File: config.mk
export PLATFORM = sky130hd
export DESIGN_NAME = acs_unit4
export DESIGN_NICKNAME = d
export VERILOG_FILES = /design/src/rtl/acs_unit4.sv
export SDC_FILE = /design/constraint.sdc
export NUM_CORES = 1
export LEC_CHECK = 0
export CAP_MARGIN = 40
export CELL_PAD_IN_SITES_DETAIL_PLACEMENT = 0
export CELL_PAD_IN_SITES_GLOBAL_PLACEMENT = 1
export CORE_MARGIN = 3
export CORE_UTILIZATION = 47
export CTS_CLUSTER_DIAMETER = 60
export CTS_CLUSTER_SIZE = 20
export DETAILED_ROUTE_END_ITERATION = 8
export PLACE_DENSITY_LB_ADDON = 0.1
export RECOVER_POWER = 100
export SYNTH_ARGS = -nofsm -noshare
export SYNTH_HDL_FRONTEND = slang
export SYNTH_SLANG_ARGS = --single-unit
File: constraint.sdc
create_clock -name clk -period 16 [get_ports clk]
set_clock_uncertainty 0.15 [all_clocks]
set_input_delay 4.8 -clock clk [delete_from_list [all_inputs] [get_ports clk]]
set_output_delay 4.8 -clock clk [all_outputs]
set_load 0.01 [all_outputs]
File: src/rtl/acs_unit4.sv
// Add-compare-select stage for a K=3 rate-1/2 hard-decision Viterbi decoder.
// Holds normalized path metrics and emits survivor decisions plus best state.
module acs_unit4 #(
    parameter int PM_W    = 8,
    parameter int CNT_W   = 16,
    parameter int INIT_PM = 2**(PM_W-2)
) (
    input  logic                clk,
    input  logic                rst_n,
    input  logic                in_valid,
    input  logic                sof,
    input  logic [15:0]         bm_in,
    output logic                out_valid,
    output logic [3:0]          dec_bits,
    output logic [4*PM_W-1:0]   pm_out,
    output logic [1:0]          best_state,
    output logic [CNT_W-1:0]    sym_cnt
);

    localparam logic [PM_W-1:0] INIT = PM_W'(INIT_PM);

    logic [PM_W-1:0]  r_pm     [4];
    logic [PM_W-1:0]  r_pm_out [4];
    logic             r_ov;
    logic [3:0]       r_dec;
    logic [1:0]       r_best;
    logic [CNT_W-1:0] r_cnt;

    logic [PM_W-1:0]  w_old  [4];
    logic [PM_W:0]    w_c0   [4];
    logic [PM_W:0]    w_c1   [4];
    logic [PM_W:0]    w_min  [4];
    logic [PM_W-1:0]  w_norm [4];
    logic [3:0]       w_dec;
    logic [3:0]       w_big;
    logic             w_sub;
    logic [1:0]       w_best;

    always_comb begin
        for (int s = 0; s < 4; s++) begin
            if (sof)
                w_old[s] = (s == 0) ? '0 : INIT;
            else
                w_old[s] = r_pm[s];
        end
    end

    // Next state n = {u, m} has predecessors 2m (decision 0) and 2m+1.
    for (genvar n = 0; n < 4; n++) begin : g_acs
        localparam int U  = n / 2;
        localparam int P0 = (n % 2) * 2;
        localparam int P1 = P0 + 1;

        assign w_c0[n] = {1'b0, w_old[P0]}
                       + (PM_W+1)'(bm_in[(P0*2+U)*2 +: 2]);
        assign w_c1[n] = {1'b0, w_old[P1]}
                       + (PM_W+1)'(bm_in[(P1*2+U)*2 +: 2]);
        assign w_dec[n] = (w_c1[n] < w_c0[n]);
        assign w_min[n] = w_dec[n] ? w_c1[n] : w_c0[n];
        assign w_big[n] = (w_min[n][PM_W:PM_W-1] != 2'b00);
        assign w_norm[n] = w_sub
            ? {1'b0, w_min[n][PM_W-2:0]}
            : w_min[n][PM_W-1:0];
        assign pm_out[n*PM_W +: PM_W] = r_pm_out[n];
    end

    assign w_sub = &w_big;

    always_comb begin
        w_best = 2'd0;
        for (int s = 1; s < 4; s++) begin
            if (w_norm[s] < w_norm[w_best])
                w_best = 2'(s);
        end
    end

    always_ff @(posedge clk or negedge rst_n) begin
        if (!rst_n) begin
            for (int s = 0; s < 4; s++) begin
                r_pm[s]     <= (s == 0) ? '0 : INIT;
                r_pm_out[s] <= (s == 0) ? '0 : INIT;
            end
            r_ov   <= 1'b0;
            r_dec  <= '0;
            r_best <= '0;
            r_cnt  <= '0;
        end else if (in_valid) begin
            for (int s = 0; s < 4; s++) begin
                r_pm[s]     <= w_norm[s];
                r_pm_out[s] <= w_norm[s];
            end
            r_ov   <= 1'b1;
            r_dec  <= w_dec;
            r_best <= w_best;
            r_cnt  <= sof ? CNT_W'(1) : r_cnt + CNT_W'(1);
        end else begin
            r_ov <= 1'b0;
            if (sof) begin
                for (int s = 0; s < 4; s++)
                    r_pm[s] <= (s == 0) ? '0 : INIT;
                r_cnt <= '0;
            end
        end
    end

    assign out_valid  = r_ov;
    assign dec_bits   = r_dec;
    assign best_state = r_best;
    assign sym_cnt    = r_cnt;

endmodule

# ---- Word-level counts from Yosys, hierarchy flattened
# Cells that the tools add are included.
# Widths: inputs -> output; s select.
dict set report word_totals {
  register_bits 87
  wordCells 65
}
dict set report op_classes {
  n_addsub 9
  magnitude_cmp 9
  muxes 27
  bitwise_logic 2
  reduce_logical 6
}
# op n
set ops {}
lappend ops {{$mux 8} 12}
lappend ops {{$add 8x2->9} 8}
lappend ops {{$mux 32} 2}
lappend ops {{$mux 16} 3}
lappend ops {{$lt 9x9->1} 4}
lappend ops {{$mux 9} 4}
lappend ops {{$bmux 8 s2} 2}
lappend ops {{$lt 8x8->1} 3}
lappend ops {{$add 16x1->16 const B} 1}
lappend ops {{$reduce_bool 2->1} 5}
lappend ops {{$ge 3x3->1 const B} 2}
lappend ops {{$not 2->3} 2}
lappend ops {{$mux 2} 2}
lappend ops {{$reduce_and 4->1} 1}
lappend ops {{$mux 1} 2}

# ---- Longest topological paths before layout
# Gate-level depths: netlist of the first run.
dict set report depth {
  word_depth 21
  ltp_mapped 44
}

# ---- Worst setup path before layout of the first run
# OpenSTA, ideal clock, no wires.
dict set report synth_timing {
  path_kind {input port to flip-flop}
  from {in sof}
  to {reg r_best[0], in the netlist best_state[0]}
  t_arrival_ps 12892
  setup_slack_ps 2814
  path_stages 40
  path_buffers 4
  path_cell_list {buf_2 buf_2 clkbuf_1 buf_1 nor2b_1 ha_1 ha_1 a21oi_1 nor3_1 xnor2_1 nand2_1 ha_1 o21ai_0 a211oi_2 a221oi_4 mux2_2 nor4_4 nand2_1 [4 not listed] a31o_1 o31ai_4 nand2_2 mux2_2 inv_1 ha_1 a21o_1 a21o_1 a21oi_1 o21a_1 and3_1 a21oi_4 mux2_4 ha_1 and4_1 o21ai_0 a311oi_1 o221ai_1}
}
dict set report synth_between {
  elab_chain_cells 21
  word_cells_on_any_way 43
}
# item line
set synth_rtl {}
lappend synth_rtl {{start, declared} 11} ;# input logic sof,
lappend synth_rtl {{$mux 8} 41} ;# if (sof)
lappend synth_rtl {{$add 8x2->9, on equally long branches} {57, 55}}
lappend synth_rtl {{$lt 9x9->1} 58} ;# assign w_dec[n] = (w_c1[n] < w_c0[n]);
lappend synth_rtl {{$mux 9} 59} ;# assign w_min[n] = w_dec[n] ? w_c1[n] : w_c0[n];
lappend synth_rtl {{$reduce_bool 2->1} 60} ;# assign w_big[n] = (w_min[n][PM_W:PM_W-1] != 2'b00);
lappend synth_rtl {{$reduce_and 4->1} 67} ;# assign w_sub = &w_big;
lappend synth_rtl {{$mux 8} 62} ;# ? {1'b0, w_min[n][PM_W-2:0]}
lappend synth_rtl {{$lt 8x8->1} 72} ;# if (w_norm[s] < w_norm[w_best])
lappend synth_rtl {{[3 not listed]} n/a}
lappend synth_rtl {{$mux 8 (implied by the code) (2 in series)} 72}
lappend synth_rtl {{$lt 8x8->1} 72}
lappend synth_rtl {{$mux 2} 72}
lappend synth_rtl {{$not 2->3 (implied by the code)} 72}
lappend synth_rtl {{$bmux 8 s2} 72}
lappend synth_rtl {{$mux 8 (implied by the code) (2 in series)} 72}
lappend synth_rtl {{$lt 8x8->1} 72}
lappend synth_rtl {{$mux 2 (*)} 72}
lappend synth_rtl {{end signal, assigned} 94} ;# r_best <= w_best;
lappend synth_rtl {{end, declared} 26} ;# logic [1:0] r_best;
# Mark *: on every way between the ends. The rest lies on a longest branch, timed or not. The select of a mux whose other input is x is not followed.
# A chain may end at the register's enable or synchronous reset.

# ---- Worst setup path in the final report of the first run
dict set report layout_timing {
  from {in sof}
  to {reg r_best[1], in the netlist best_state[1]}
}
# Same word-level chain as after synthesis.

==> results by group, run 1 <==
Clock network
  – Cts bufs inserted: 9
  – CTS tree: done
  – CTS resizes: 0
  – Clk sinks: 87
  – Max clock buf depth: 2
  – Clock transition at path regs: 0.06 ns
  – Cts hold-fix bufs: 0
  – Clk_lat worst skew: 0.35 ns
  – H-tree Lvls: 3
  – # Post-CTS Setup Buffers: 0
  – CTS root buffer: clkbuf_16

Floorplanning
  – Row count: 44
  – Die width: 128.5 um
  – Die height: 128.5 um
  – Area of the core: 14590 um2
  – Die area: 16520 um2
  – I/O Pins: 75
  – Initial Util: 0.4837

Placed design
  – GP Congestion: 0.8936
  – DP HPWL: 15890 um
  – Post-DP Area: 7898 um2
  – Dpl cells: 1045
  – I/O Buffers: 74

Finish
  – Core Util, Final: 0.5573
  – Fin cells: 1060
  – Most frequent cells in the layout: 81 x dfrtp_1, 70 x nor2_1, 70 x ha_1, 69 x nand2_1, 68 x a21oi_1
  – Final Cell Area: 8130 um2
  – N_diodes: 0
  – Nets: 962
  – Most common library cell in the layout ignoring fill and taps: dfrtp_1
  – Share of cells above drive strength 1: 0.06279
  – Area delta synth->final: 15.21%

Global route
  – First-pass GRT wire length: 33490 um
  – Vias in the first global route: 6194
  – Initial antenna violation count: 0
  – Gr usage total: 0.2568
  – Maximum number of pins on one net before global-route repair: 62
  – Grt total ovfl: 0

Timing
  – Fin Hold WS: 0.3162 ns
  – Fin crit share: 0.9020
  – Post-layout min period: 14.43 ns
  – Max-slew violations: 146
  – Final hold vios: 0
  – Tightest Pin Transition: 3.227 ns
  – RSZ-0062 raised after global routing: false
  – Setup_tns: 0 ns
  – Max-slew headroom: -1.151
  – Max Freq: 0.06929 GHz
  – Setup violations, final: 0

Yosys
  – Number of synthesized register bits: 87
  – Count of flip-flops with a built-in enable after synthesis: 0
  – Mapped Cells: 820
  – Syn avg cell area: 8.606 um2
  – Main synth FF type: dfrtp_1
  – Synth Cell Area: 7057 um2
  – Ys async rst share: 1.000
  – Synth cell types: 69
  – Syn Nets: 910
  – Synth area leader: dfrtp_1
  – Synth top area share: 0.2872
  – Yosys warning total: 0
  – Top post-synthesis cells by area: dfrtp_1 29%, ha_1 12%, a21oi_1 4.8%
  – Post-synthesis sequential area ratio: 0.3096

Setup path
  – Slowest stage delay, CP: 1.22 ns
  – Crit Path Class: in2reg
  – CP startpoint kind: primary input
  – Worst EP arrival: 14.56 ns
  – FF-to-FF path depth: 37
  – WP depth: 40
  – CP max stage cell: a21oi_1
  – Crit-path leading delay family: compound AO/OA/AOI/OAI gates
  – Critical Path End Type: flop
  – Required time of the critical path: 16.12 ns
  – Cell mode on critical path: ha_1
  – CP Buf/Inv Count: 5
  – Crit Path Max Fanout: 30

Worst hold path
  – Hold Crit Class: reg2reg
  – Hold Path Depth: 2

Detailed routing
  – DRT Wirelength: 20600 um
  – DR pass1 iterations: 5
  – Via density: 5.917
  – Drt drc: 0
  – DR iter-0 viols: 450
  – Via count: 6272
  – WL/cell: 19.43 um
  – Antenna Nets Post-Route: 0

Run
  – Max Cap Viol: 3

Power
  – Peak supply drop: 0.00009802 V
  – Power Dens Cells: 154.8 nW/um2
  – Static leakage: 3.628 nW

Status
  – Outcome: complete, but fails checks
  – Failing checks: capacitance limit, slew limit
routing by layer:
metal / GRT usage / part of all wire / vias up
met4: 0.06609 / 0.016 / 0
met2: 0.3852 / 0.44 / 199
met3: 0.04483 / 0.059 / 25
li1: - / - / 3024
met1: 0.3838 / 0.49 / 3024
met5: 0 / 0 / -
where the power goes:
group | total [mW] | switching (mW) | internal, mW | leakage [nW]
logic | 0.751 | 0.423 | 0.328 | 2.40
clock network | 0.200 | 0.0944 | 0.105 | 0.122
registers | 0.307 | 0.0416 | 0.266 | 1.11
worst reg2reg max path, delay by kind of cell (launching register included):
| family | cells | cell delay (ns) |
|---|---|---|
| buffers and inverters | 2 | 0.12 |
| flip-flops | 1 | 0.48 |
| adder cells (fa/ha/maj) | 5 | 1.30 |
| AO/OA/AOI/OAI | 17 | 4.91 |
| multiplexers | 3 | 0.99 |
| AND/OR/NAND/NOR | 8 | 1.48 |
| XOR/XNOR | 2 | 0.32 |
path summary, 6_finish.rpt:
path                            slack (ns)        from       endpoint
worst max-delay path                  1.57         sof  best_state[1]
worst min register to register        0.32  pm_out[14]     pm_out[14]
min in group asynchronous             4.69       rst_n       r_pm[28]
max in group asynchronous             7.25       rst_n     pm_out[23]
worst min-delay path                  0.32  pm_out[14]     pm_out[14]
worst max register to register        6.17    r_pm[17]  best_state[1]
sequential cells by signal (all words and copies together) (netlist names):
name,cells
out_valid,1
sym_cnt,16
dec_bits,4
pm_out,32
best_state,2
r_pm,32
metrics by stage:
step	total power, mW	setup slack (ns)
after floorplan	0.8541	2.814
after global placement	1.048	2.144
after detailed placement	1.072	1.807
after CTS	1.279	2.086
after global routing	1.356	0.7316
final	1.258	1.567
cell families (layout without fill, tap and decap cells):
| logic type | count (synthesis) | count (layout) | share of synthesized area |
|---|---|---|---|
| multiplexers | 44 | 44 | 0.06667 |
| adder cells (fa/ha/maj) | 78 | 78 | 0.1355 |
| XOR/XNOR | 55 | 55 | 0.06826 |
| AND/OR/NAND/NOR | 251 | 251 | 0.1739 |
| flip-flops | 87 | 87 | 0.3096 |
| AO/OA/AOI/OAI | 204 | 204 | 0.1897 |
| buffers and inverters | 101 | 157 | 0.05638 |
synthesized netlist by cell type, types with 5 or more instances:
master / count
o21ai_0: 48
nand2_1: 68
ha_1: 70
buf_1: 8
nand3_1: 21
inv_1: 62
clkbuf_1: 21
a211oi_1: 6
mux2i_1: 26
a21oi_1: 67
or2_2: 6
o21a_1: 18
dfstp_2: 6
a31o_2: 6
xor2_1: 37
and2_1: 5
nor2_1: 70
a211o_1: 5
nor3_1: 20
dfrtp_1: 81
and3_1: 9
o22ai_1: 7
mux2_2: 16
nand4_1: 19
a31oi_1: 6
maj3_1: 8
buf_2: 9
nor2b_1: 8
xnor2_1: 18
layout make-up:
type / count / area (um2)
inverter: 62 / 232.7
clock inverter: 4 / 32.53
sequential: 87 / 2185
multi-input combinational: 632 / 4457
clock buffer: 11 / 232.7
fill: 1381 / 6459
tap: 184 / 230.2
timing repair buffer: 80 / 760.7
(Power assumes the default switching activity.)
==> inputs of run 2 (changes only) <==
--- a/config.mk
+++ b/config.mk
@@ -13,8 +13,10 @@
 export CTS_CLUSTER_DIAMETER = 60
 export CTS_CLUSTER_SIZE = 20
 export DETAILED_ROUTE_END_ITERATION = 8
+export MAX_ROUTING_LAYER = met4
 export PLACE_DENSITY_LB_ADDON = 0.1
 export RECOVER_POWER = 100
+export SKIP_CTS_REPAIR_TIMING = 1
 export SYNTH_ARGS = -nofsm -noshare
 export SYNTH_HDL_FRONTEND = slang
 export SYNTH_SLANG_ARGS = --single-unit
==> run 2 against run 1 <==
Against the previous run: the flow still finishes with violations (capacitance limit, slew limit); non-clock buffer count rose by 1; final area grew 0.78%; sequential share of layout area shrank 0.21 points; critical endpoint is now best_state[0].
==> results by group, run 2 (synthesis gave the netlist of run 1 again) <==
Clock network
  – Cts bufs inserted: 9 (unchanged)
  – Clk_lat worst skew: 0.35 ns (about the same)
  – CTS root buffer: clkbuf_16
  – Clk sinks: 87 (unchanged)
  – Clock transition at path regs: 0.07 ns (about the same)
  – Max clock buf depth: 2 (unchanged)
  – CTS tree: done
  – H-tree Lvls: 3 (unchanged)

Setup path
  – CP max stage cell: a221oi_4
  – Required time of the critical path: 16.02 ns (-0.10 ns)
  – R2R Path Start: r_pm[17]
  – CP startpoint: sof
  – R2R setup slack: 6.32 ns (+0.15 ns)
  – RR Endpoint: best_state[0]
  – Crit-path leading delay family: compound AO/OA/AOI/OAI gates
  – CP Buf/Inv Count: 5 (unchanged)
  – Crit Path Max Fanout: 16 (-47%)
  – Critical Path End Type: flop
  – CP startpoint kind: primary input
  – Cell mode on critical path: ha_1
  – Worst EP arrival: 14.45 ns (-0.11 ns)
  – Crit Path Class: in2reg
  – Slowest stage delay, CP: 0.68 ns (-0.54 ns)
  – FF-to-FF path depth: 37 (unchanged)

Timing
  – Max-slew headroom: -1.083 (+0.06852)
  – Setup violations, final: 0 (unchanged)
  – Max-slew violations: 122 (-16%)
  – Setup_tns: 0 ns (unchanged)
  – Setup ws final: 1.565 ns (-0.002010 ns)
  – Final hold vios: 0 (unchanged)
  – RSZ-0062 raised after global routing: false
  – Tightest Pin Transition: 3.124 ns (-0.1028 ns)
  – Fin Hold WS: 0.3172 ns (+0.0009240 ns)
  – Fin crit share: 0.9022 (about the same)
  – Max Freq: 0.06928 GHz (about the same)
  – Post-layout min period: 14.43 ns (+0.002010 ns)

Finish
  – Core Util, Final: 0.5617 (+0.004374)
  – Nets: 963 (+0.10%)
  – Area delta synth->final: 16.12%
  – Share of cells above drive strength 1: 0.06492 (+0.002135)
  – Most frequent cells in the layout: 81 x dfrtp_1, 70 x nor2_1, 70 x ha_1, 68 x a21oi_1, 68 x nand2_1
  – N_diodes: 0 (unchanged)
  – Most common library cell in the layout ignoring fill and taps: dfrtp_1

Global route
  – Maximum number of pins on one net before global-route repair: 74 (+19%)
  – Vias in the first global route: 6084 (-1.8%)
  – Initial antenna violation count: 0 (unchanged)
  – Grt total ovfl: 0 (unchanged)
  – Gr usage total: 0.2673 (+0.01046)
  – First-pass GRT wire length: 33580 um (+0.27%)

Detailed routing
  – WL/cell: 19.51 um (+0.40%)
  – Antenna Nets Post-Route: 0 (unchanged)
  – DR pass1 iterations: 5 (unchanged)
  – Drt drc: 0 (unchanged)
  – WL met1: 10580 um (+5.7%)
  – DR iter-0 viols: 507 (+13%)
  – Via density: 5.840 (-1.3%)
  – Via count: 6202 (-1.1%)
  – DRT Wirelength: 20720 um (+0.59%)
  – Top layer in use: met4
  – Met2 routed WL: 8789 um (-2.7%)
  – Met3 wire len: 1086 um (-10%)

Worst hold path
  – Hold path endpoint: pm_out[14]
  – Hold Startpoint: pm_out[14]
  – Hold Crit Class: reg2reg
  – Hold Path Depth: 2 (unchanged)

Floorplanning
  – Row count: 44 (unchanged)
  – Die area: 16520 um2 (unchanged)
  – I/O Pins: 75 (unchanged)
  – Die width: 128.5 um (unchanged)
  – Area of the core: 14590 um2 (unchanged)
  – Die height: 128.5 um (unchanged)
  – Initial Util: 0.4837 (unchanged)

Status
  – Failing checks: capacitance limit, slew limit
  – Outcome: complete, but fails checks

Power
  – Power Dens Cells: 159.0 nW/um2 (+2.7%)
  – Total Power: 1.303 mW (+3.6%)
  – Static leakage: 3.660 nW (+0.88%)
  – Peak supply drop: 0.00008970 V (-8.5%)

Run
  – Max Cap Viol: 3 (unchanged)

Placed design
  – GP Congestion: 0.9858 (+10%)
  – DP HPWL: 15920 um (+0.19%)
  – I/O Buffers: 74 (unchanged)
  – DP Worst Slack: 2.007 ns (+0.2002 ns)
-- run 2: how the worst max path moves through the flow --
stage | slack, ns | cells after the start | to
floorplan | 2.81 | 40 | best_state[0]
global placement | 2.27 | 39 | best_state[0]
detailed placement | 2.01 | 39 | best_state[0]
CTS | 2.34 | 39 | best_state[0]
global route | 0.85 | 39 | best_state[0]
finish | 1.57 | 39 | best_state[0]
-- run 2: routing by layer --
metal / vias up / global-route usage
met5: - / -
met4: 0 / 0.06115
met3: 22 / 0.04981
met2: 200 / 0.3721
met1: 2958 / 0.4018
li1: 3022 / -
-- run 2: layout make-up --
class | count | area, um2
clock buffers | 12 | 256.5
clock inverters | 4 | 77.57
fillers | 1368 | 6395
inverters | 62 | 232.7
multi-input cells | 632 | 4449
flip-flops and latches | 87 | 2185
well taps | 184 | 230.2
repair buffers | 81 | 763.2
-- run 2: per-stage QoR --
step                instances  cell area (um2)
floorplan                 820             7057
CTS                      1062             8239
global route             1062             8194
finish                   1062             8194
detailed placement       1046             7905
global placement         1046             7905
-- run 2: worst min-delay path: stages (launching register included) --
cell     delay [ns]
dfstp_2        0.37
inv_1          0.04
o21ai_0        0.06
-- run 2: where the power goes --
group          total [mW]  switching [mW]  internal (mW)
Clock               0.239          0.0925          0.146
Sequential          0.307          0.0414          0.266
Combinational       0.757           0.429          0.328
Total                1.30           0.563          0.740
